**config.mk**
```make
export PLATFORM = sky130hd
export DESIGN_NAME = hash_writeback_flat
export DESIGN_NICKNAME = d
export VERILOG_FILES = /design/src/rtl/hash_writeback_if.sv /design/src/rtl/hash_writeback.sv /design/src/flat_wrapper.sv
export SDC_FILE = /design/constraint.sdc
export NUM_CORES = 1
export LEC_CHECK = 0
export ABC_AREA = 1
export BUFFER_PORTS_ARGS = -buffer_cell sky130_fd_sc_hd__buf_4
export CAP_MARGIN = 40
export CORE_ASPECT_RATIO = 0.8
export CORE_UTILIZATION = 25
export CTS_CLUSTER_DIAMETER = 200
export CTS_CLUSTER_SIZE = 10
export DETAILED_ROUTE_END_ITERATION = 8
export GPL_TIMING_DRIVEN = 0
export HOLD_SLACK_MARGIN = 0.03
export PLACE_DENSITY = 0.53
export RECOVER_POWER = 50
export SYNTH_ARGS = -nofsm -noshare
export SYNTH_HDL_FRONTEND = slang
export SYNTH_SLANG_ARGS = --single-unit
```
**constraint.sdc**
```tcl
create_clock -name clk -period 1.6 [get_ports clk]
set_input_delay 0.32 -clock clk [delete_from_list [all_inputs] [get_ports clk]]
set_output_delay 0.32 -clock clk [all_outputs]
set_load 0.02 [all_outputs]
```
**src/rtl/hash_writeback_if.sv**
```systemverilog
// Write-transaction handshake between the digest writeback stage and the burst master.
// The writeback stage is the master; the burst master side uses the slave modport.
interface hash_writeback_if #(
   parameter int DATA_WIDTH = 128
);
   logic [DATA_WIDTH-1:0] wr_data;
   logic [31:0]           write_addr_index;
   logic                  init_write_txn;
   logic                  write_active;
   logic                  write_done;

   modport master (
      output wr_data,
      output write_addr_index,
      output init_write_txn,
      input  write_active,
      input  write_done
   );

   modport slave (
      input  wr_data,
      input  write_addr_index,
      input  init_write_txn,
      output write_active,
      output write_done
   );
endinterface

```
**src/rtl/hash_writeback.sv**
```systemverilog
// Captures the Keccak digest and writes it out as DATA_WIDTH beats, one burst-master
// write transaction per beat, with a per-wait timeout and done/busy/error status.
module hash_writeback #(
   parameter int          DATA_WIDTH     = 128,
   parameter int          HASH_WIDTH     = 512,
   parameter int          BEATS          = HASH_WIDTH / DATA_WIDTH,
   parameter logic [31:0] BASE_INDEX     = 32'd0,
   parameter int          TIMEOUT_CYCLES = 1024
) (
   input  logic                  clk,
   input  logic                  reset,
   input  logic                  start,
   input  logic [HASH_WIDTH-1:0] hash_in,
   input  logic                  hash_valid,
   hash_writeback_if.master      bus,
   output logic                  busy,
   output logic                  done,
   output logic                  error,
   output logic [31:0]           debug
);

   localparam int IDX_W = (BEATS > 1) ? $clog2(BEATS) : 1;
   localparam int SLOTS = 1 << IDX_W;
   localparam int CNT_W = (IDX_W > 4) ? IDX_W : 4;
   localparam int TMR_W = $clog2(TIMEOUT_CYCLES + 1);

   localparam logic [CNT_W-1:0] LAST_BEAT = CNT_W'(BEATS - 1);
   localparam logic [TMR_W-1:0] TMR_LAST  = TMR_W'(TIMEOUT_CYCLES - 1);

   typedef enum logic [3:0] {
      IDLE        = 4'd0,
      ARMED       = 4'd1,
      ISSUE       = 4'd2,
      WAIT_ACTIVE = 4'd3,
      WAIT_DONE   = 4'd4,
      DONE        = 4'd5
   } state_t;

   state_t                state, state_n;
   logic [HASH_WIDTH-1:0] hash_reg, hash_n;
   logic [CNT_W-1:0]      beat_cnt, beat_n;
   logic [31:0]           addr_idx, idx_n;
   logic                  init_txn, init_n;
   logic                  done_r, done_n;
   logic                  error_r, error_n;
   logic [TMR_W-1:0]      timer, timer_n;

   always_ff @(posedge clk) begin
      if (reset) begin
         state    <= IDLE;
         hash_reg <= '0;
         beat_cnt <= '0;
         addr_idx <= BASE_INDEX;
         init_txn <= 1'b0;
         done_r   <= 1'b0;
         error_r  <= 1'b0;
         timer    <= '0;
      end else begin
         state    <= state_n;
         hash_reg <= hash_n;
         beat_cnt <= beat_n;
         addr_idx <= idx_n;
         init_txn <= init_n;
         done_r   <= done_n;
         error_r  <= error_n;
         timer    <= timer_n;
      end
   end

   // A write_done seen while still waiting for write_active completes the beat
   // directly, and any completion outranks a timeout landing in the same cycle.
   always_comb begin
      state_n = state;
      hash_n  = hash_reg;
      beat_n  = beat_cnt;
      idx_n   = addr_idx;
      init_n  = 1'b0;
      done_n  = done_r;
      error_n = error_r;
      timer_n = timer;
      case (state)
         IDLE, DONE: begin
            if (start) begin
               state_n = ARMED;
               done_n  = 1'b0;
               error_n = 1'b0;
               beat_n  = '0;
               idx_n   = BASE_INDEX;
            end
         end
         ARMED: begin
            if (hash_valid) begin
               hash_n  = hash_in;
               state_n = ISSUE;
            end
         end
         ISSUE: begin
            init_n  = 1'b1;
            timer_n = '0;
            state_n = WAIT_ACTIVE;
         end
         WAIT_ACTIVE, WAIT_DONE: begin
            timer_n = timer + TMR_W'(1);
            if (bus.write_done) begin
               if (beat_cnt == LAST_BEAT) begin
                  state_n = DONE;
                  done_n  = 1'b1;
               end else begin
                  beat_n  = beat_cnt + CNT_W'(1);
                  idx_n   = addr_idx + 32'd1;
                  state_n = ISSUE;
               end
            end else if (state == WAIT_ACTIVE && bus.write_active) begin
               state_n = WAIT_DONE;
               timer_n = '0;
            end else if (timer == TMR_LAST) begin
               error_n = 1'b1;
               done_n  = 1'b1;
               state_n = DONE;
            end
         end
         default: state_n = IDLE;
      endcase
   end

   // Most-significant digest slice goes out first; unused slots only pad the mux.
   logic [DATA_WIDTH-1:0] beat_words [SLOTS];
   for (genvar g = 0; g < SLOTS; g++) begin : g_beat
      if (g < BEATS) begin : g_used
         assign beat_words[g] = hash_reg[HASH_WIDTH-1-DATA_WIDTH*g -: DATA_WIDTH];
      end else begin : g_pad
         assign beat_words[g] = '0;
      end
   end

   assign bus.wr_data          = beat_words[beat_cnt[IDX_W-1:0]];
   assign bus.write_addr_index = addr_idx;
   assign bus.init_write_txn   = init_txn;

   assign busy  = (state == ARMED) || (state == ISSUE) ||
                  (state == WAIT_ACTIVE) || (state == WAIT_DONE);
   assign done  = done_r;
   assign error = error_r;
   assign debug = {19'b0, error_r, beat_cnt[3:0], 4'b0, state};

endmodule

```
**src/flat_wrapper.sv**
```systemverilog
// flat-port wrapper written by rule: the top's interface ports become plain ports
module hash_writeback_flat 
#(
   parameter int          DATA_WIDTH     = 128,
   parameter int          HASH_WIDTH     = 512,
   parameter int          BEATS          = HASH_WIDTH / DATA_WIDTH,
   parameter logic [31:0] BASE_INDEX     = 32'd0,
   parameter int          TIMEOUT_CYCLES = 1024
)
  (clk, reset, start, hash_in, hash_valid, busy, done, error, debug, bus_wr_data, bus_write_addr_index, bus_init_write_txn, bus_write_active, bus_write_done);
  hash_writeback_if #(.DATA_WIDTH(DATA_WIDTH)) bus_i ();
  input  logic clk;
  input  logic reset;
  input  logic start;
  input  logic [HASH_WIDTH-1:0] hash_in;
  input  logic hash_valid;
  output logic busy;
  output logic done;
  output logic error;
  output logic [31:0] debug;
  output wire logic [$bits(bus_i.wr_data)-1:0] bus_wr_data;
  output wire logic [$bits(bus_i.write_addr_index)-1:0] bus_write_addr_index;
  output wire logic [$bits(bus_i.init_write_txn)-1:0] bus_init_write_txn;
  input wire logic [$bits(bus_i.write_active)-1:0] bus_write_active;
  input wire logic [$bits(bus_i.write_done)-1:0] bus_write_done;
  assign bus_wr_data = bus_i.wr_data;
  assign bus_write_addr_index = bus_i.write_addr_index;
  assign bus_init_write_txn = bus_i.init_write_txn;
  assign bus_i.write_active = bus_write_active;
  assign bus_i.write_done = bus_write_done;
  hash_writeback #(.DATA_WIDTH(DATA_WIDTH), .HASH_WIDTH(HASH_WIDTH), .BEATS(BEATS), .BASE_INDEX(BASE_INDEX), .TIMEOUT_CYCLES(TIMEOUT_CYCLES)) u_core (.clk(clk), .reset(reset), .start(start), .hash_in(hash_in), .hash_valid(hash_valid), .bus(bus_i), .busy(busy), .done(done), .error(error), .debug(debug));
endmodule
```
Yosys cells after proc, flatten, opt, wreduce, memory -nomap -nowiden

Index checks and enable logic that the tools add are counted.

Register bits: 566
Bits of input ports: 518
Output and inout bits: 196
Logic and storage cells: 75

$add $sub $neg: 3
$lt $le $gt $ge: 1
Eq/ne operators: 18
Muxes and demuxes: 30
Bitwise gates (word level): 1
Reductions and logical operators: 14

Operators with widths:

| cell                                                  | number |
|---|---|
| binary-select mux 128 bit (select 2 bit)              | 1 |
| two-way mux 128 bit                                   | 2 |
| two-way mux 32 bit                                    | 3 |
| one-hot mux 32 bit (2 select lines)                   | 1 |
| adder 32 x 1 -> 32 bit, second input constant         | 1 |
| two-way mux 4 bit                                     | 8 |
| two-way mux 11 bit                                    | 2 |
| one-hot mux 11 bit (2 select lines)                   | 1 |
| one-hot mux 4 bit (4 select lines)                    | 1 |
| equality test 4 x 2 -> 1 bit, second input constant   | 3 |
| != test 2 bit, second input constant                  | 6 |
| adder 11 x 1 -> 11 bit, second input constant         | 1 |
| equality test 11 x 10 -> 1 bit, second input constant | 1 |
| AND reduction 5 bit                                   | 2 |
| equality test 4 x 3 -> 1 bit, second input constant   | 2 |
| one-hot mux 4 bit (2 select lines)                    | 1 |
| two-way mux 1 bit                                     | 7 |
| != test 3 x 2 -> 1 bit, second input constant         | 2 |
| adder 4 x 1 -> 4 bit, second input constant           | 1 |
| equality test 4 x 1 -> 1 bit, second input constant   | 1 |
| logical NOT 4 bit                                     | 1 |
| != test 4 x 2 -> 1 bit, second input constant         | 1 |
| one-hot mux 1 bit (2 select lines)                    | 2 |
| AND reduction 4 bit                                   | 1 |
| 11 further kinds                                      | 15 |

Longest topological paths before layout

Word-level depth: 5
Gate-level depth with buffers: 12
Mapped depth without buffers: 10

Least setup slack after synthesis

No wires, ideal clock.

Path kind: register -> output
From: register u_core.beat_cnt[0]
To: output bus_wr_data[79]
Arrival: 1.667 ns
Required time: 1.280 ns
Slack: -0.387 ns
Stages on the path, launching flop included: 6
Path buffers: 3
Cells stage by stage: dfxtp_1 > buf_2 > buf_2 > clkbuf_1 > nor2_1 > o22ai_1

Cells in the longest elaborated chain, start to end: 4

RTL lines:

| item                                                    | line                  | text |
|---|---|---|
| start: declaration                                      | hash_writeback.sv:41  | `logic [CNT_W-1:0] beat_cnt, beat_n;` |
| start signal: assignment                                | hash_writeback.sv:61  | `beat_cnt <= beat_n;` |
| inverter 2 -> 3 bit (implied by the code)               | hash_writeback.sv:136 | `assign bus.wr_data = beat_words[beat_cnt[IDX_W-1:0]];` |
| binary-select mux 128 bit (select 2 bit)                | hash_writeback.sv:136 |  |
| two-way mux 128 bit (implied by the code) (2 in series) | hash_writeback.sv:136 |  |
| end: declaration                                        | flat_wrapper.sv:21    | `output wire logic [$bits(bus_i.wr_data)-1:0] bus_wr_data;` |

No other way between the ends. The select of a mux whose other input is x is not followed.

Worst setup path after layout

From: register u_core.beat_cnt[1]
To: output bus_wr_data[87]

The elaborated chain is that of the path after synthesis.

==> flow_summary.json <==
{
  "antenna_found_initial": 19,
  "max-slew-margin-rel": 0.449,
  "final_nets": 5431,
  "period_needed_ns": 2.61,
  "cts_tree": "done",
  "layout-drive-gt1-share": 0.333,
  "cp_slowest_cell": "dfxtp_4",
  "hold_viol": 0,
  "io_buffers": 688,
  "switching_share": 0.403,
  "path_depth": 6,
  "rsz0062_at_grt": "true",
  "area_delta_synth_final_pct": 86.8,
  "maxCapViolations": 0,
  "viasPerCell": 4.81,
  "worstSetupPathType": "reg -> out",
  "cts_inserted_buffers": 66,
  "p_int_mw": 43.0,
  "holdCritPathClass": "in -> reg",
  "die_w_um": 350,
  "cp_top_family": "buffers and inverters",
  "yosysWarningCount": 0,
  "status": "complete, but fails checks",
  "grt_max_degree": 12,
  "hold_ws_ns": 0.0583,
  "endpoint_kind": "output pin",
  "drt_wl_total_um": 138000,
  "synthTopCellsByArea": "dfxtp_1 47%, nor2_1 21%, o21ai_0 16%",
  "finalCritPeriodShare": 1.63,
  "finalClockSkew_ns": 0.0206,
  "grt_pass1_wl_um": 192000,
  "synthArstFlopShare": 0,
  "finish.utilization": 0.475,
  "ant_nets": 0,
  "yosys.area.top_type": "dfxtp_1",
  "setup_violations": 696,
  "ys_types": 43,
  "syn-mean-instance-area_sq_um": 7.01,
  "overflow": 0,
  "worst_ep_required_time_ns": 1.28,
  "fillers": 9370,
  "htree_levels": 3,
  "final_cell_area_sq_mm": 0.0453,
  "worstPathCellList": "clkbuf_16 > buf_12 > clkbuf_2 > o21ai_0 > o22ai_2 > buf_6",
  "synthCells": 3462,
  "powerDensity_mw_per_mm2": 1590,
  "violations": "setup timing",
  "ys.flop_type": "dfxtp_1",
  "drc": 0,
  "maxSlewViolCount": 0,
  "max_freq_ghz": 0.383,
  "worst_slew_pin_slew_ns": 0.826,
  "crit_buf_inv": 4,
  "initial_core_util": 0.254,
  "dr_total_vias": 29900,
  "power_mw": 72.0,
  "leakage_nw": 18.5,
  "netlist.area_leader.share": 0.466,
  "power_switching_mw": 29.0,
  "start_kind": "flip-flop",
  "dp_cells": 5463,
  "whs_path_depth": 3,
  "max_stage_delay_ns": 0.43,
  "grt_pass1_vias": 28900,
  "seqPwrFrac": 0.269,
  "ys_seq_area_frac": 0.466,
  "crit_arrival_ns": 2.29,
  "cts_sinks": 565,
  "ys_ff_latch": 565,
  "first_pass_iters": 5,
  "ir_drop_mv": 0.723,
  "wl_per_cell_um": 22.2,
  "core_sq_mm": 0.0955,
  "setup_slack_ns": -1.01,
  "clkPwrFrac": 0.191,
  "cp_max_fo": 10,
  "synth_edf_count": 0,
  "path_clk_slew_ns": 0.06,
  "p_comb_frac": 0.540,
  "hpwlAfterDp_um": 94300,
  "r2r.worst_path.cells": 15,
  "drt_iter0_drc": 2110,
  "grtUsageTotal": 0.267,
  "stdcell_count": 6214,
  "cts.root.buffer_cell": "clkbuf_16",
  "clock_latency_ns": 0.62,
  "die-area_sq_mm": 0.0983,
  "place_area_sq_mm": 0.0321,
  "gp_congestion": 0.911,
  "syn_area_sq_mm": 0.0243,
  "clockBufferDepth": 3,
  "die_h_um": 281,
  "rows": 101,
  "io_pins": 714
}
[layer usage]
metal,GRT usage,vias to the layer above,share of wire
met5,0,-,0.00075
met4,0.0815,16,0.029
li1,-,14300,-
met1,0.350,14200,0.44
met3,0.0460,232,0.065
met2,0.445,1156,0.47
[layout make-up]
cell class,instances,area (sq um),area share
antenna,11,27.5,0.000607
multi-input combinational,2560,13900,0.307
inverter,68,290,0.00640
buffer,290,3030,0.0668
clock buffer,69,1710,0.0376
tap,1287,1610,0.0355
clock inverter,5,76.3,0.00168
sequential,565,11300,0.250
timing repair buffer,1359,13400,0.295
[power by group through the flow]
stage	Clock (mW)	Combinational [mW]	Sequential (mW)
2_1_floorplan	0	15.7	18.7
3_3_place_gp	0	25.8	19.0
3_5_place_dp	0	25.9	19.1
4_1_cts	14.0	35.7	19.2
5_1_grt	14.5	41.1	19.7
6_report	13.8	38.9	19.4
[path summary, 6_finish.rpt]
kind                                endpoint  slack [ns]               start
max                          bus_wr_data[87]       -1.01  u_core.beat_cnt[1]
min                   u_core.beat_words[372]        0.06        hash_in[372]
max reg2reg  u_core.bus.write_addr_index[17]       -0.61  u_core.beat_cnt[0]
min reg2reg                      u_core.done        0.45         u_core.done
[sequential cells by signal, summed over array words and instances, names as in the netlist]
signal and flops:
u_core.done 1, u_core.error 1, u_core.beat_cnt 4, u_core.timer 11
u_core.state 3, u_core.bus.init_write_txn 1, u_core.beat_words 512, u_core.bus.write_addr_index 32
[cells by family after synthesis]
logic type	synth area share
buf+inv	0.0681
compound gates	0.205
xor+xnor	0.000361
simple gates	0.259
other cells	0.000155
flops	0.466
fa+ha+maj	0.00155
[timing repair]
item	in CTS	in global routing
endpoints found under the hold margin	515	1
setup buffers	74	35
cloned	40	9
gates resized for setup	1059	188
hold buffers	510	1
pin swaps	97	24
setup endpoints to repair	682	702
[cells in the final DEF (no fill, tap or decap), types with 4 or more instances in the layout]
master            n
a21oi_1          33
clkbuf_8         26
diode_2          11
inv_1            58
buf_6           162
o21ai_0         601
buf_4           623
nand2_2          17
o21ai_2          82
dfxtp_1         560
nor3_1           12
clkbuf_2         44
clkbuf_16       113
nand3_2          10
nand3_1          31
buf_8            24
nand4_1          19
o21ai_1          58
nor3_2            5
o22ai_2         108
clkbuf_1         73
nor2_4           54
nor2_2          129
nand2_1         109
nor2_1         1177
buf_2            25
buf_12           63
o22ai_4          20
o21ai_4          41
conb_1           24
nand2_4           4
nand3_4           5
buf_16           31
clkbuf_4         19
dlygate4sd3_1   511
[cell usage after synthesis (3+ instances only)]
cell	n
nand2_2	9
nand4_1	19
nor2_1	1345
o22ai_1	129
buf_6	8
o21ai_0	775
nor2_2	12
nor2_4	3
nand3_1	35
dfxtp_1	565
clkbuf_1	174
nor3_1	17
ha_1	3
nand2_1	117
buf_1	6
nand3_2	10
buf_4	32
nand2_4	5
a21oi_1	36
inv_1	61
buf_2	71
o21ai_2	4
[stage by stage]
stage,setup WS [ns],setup TNS [ns]
after floorplan,-0.0102,-0.102
after global placement,-1.38,-565.03
after detailed placement,-1.36,-553.53
after CTS,-1.10,-287.10
after global routing,-1.09,-355.11
final,-1.01,-301.44
[worst register-to-register path: stages, from the launching register on]
cell	delay (ns)
dfxtp_4	0.37
buf_4	0.15
buf_12	0.14
buf_12	0.16
buf_4	0.15
ha_4	0.16
nand3_4	0.09
inv_2	0.05
nand2_2	0.08
nand2_4	0.06
nor2_8	0.21
buf_6	0.16
clkbuf_16	0.14
nand3_1	0.06
nand2_1	0.08
nor2_2	0.03
(Power assumes the default switching activity.)
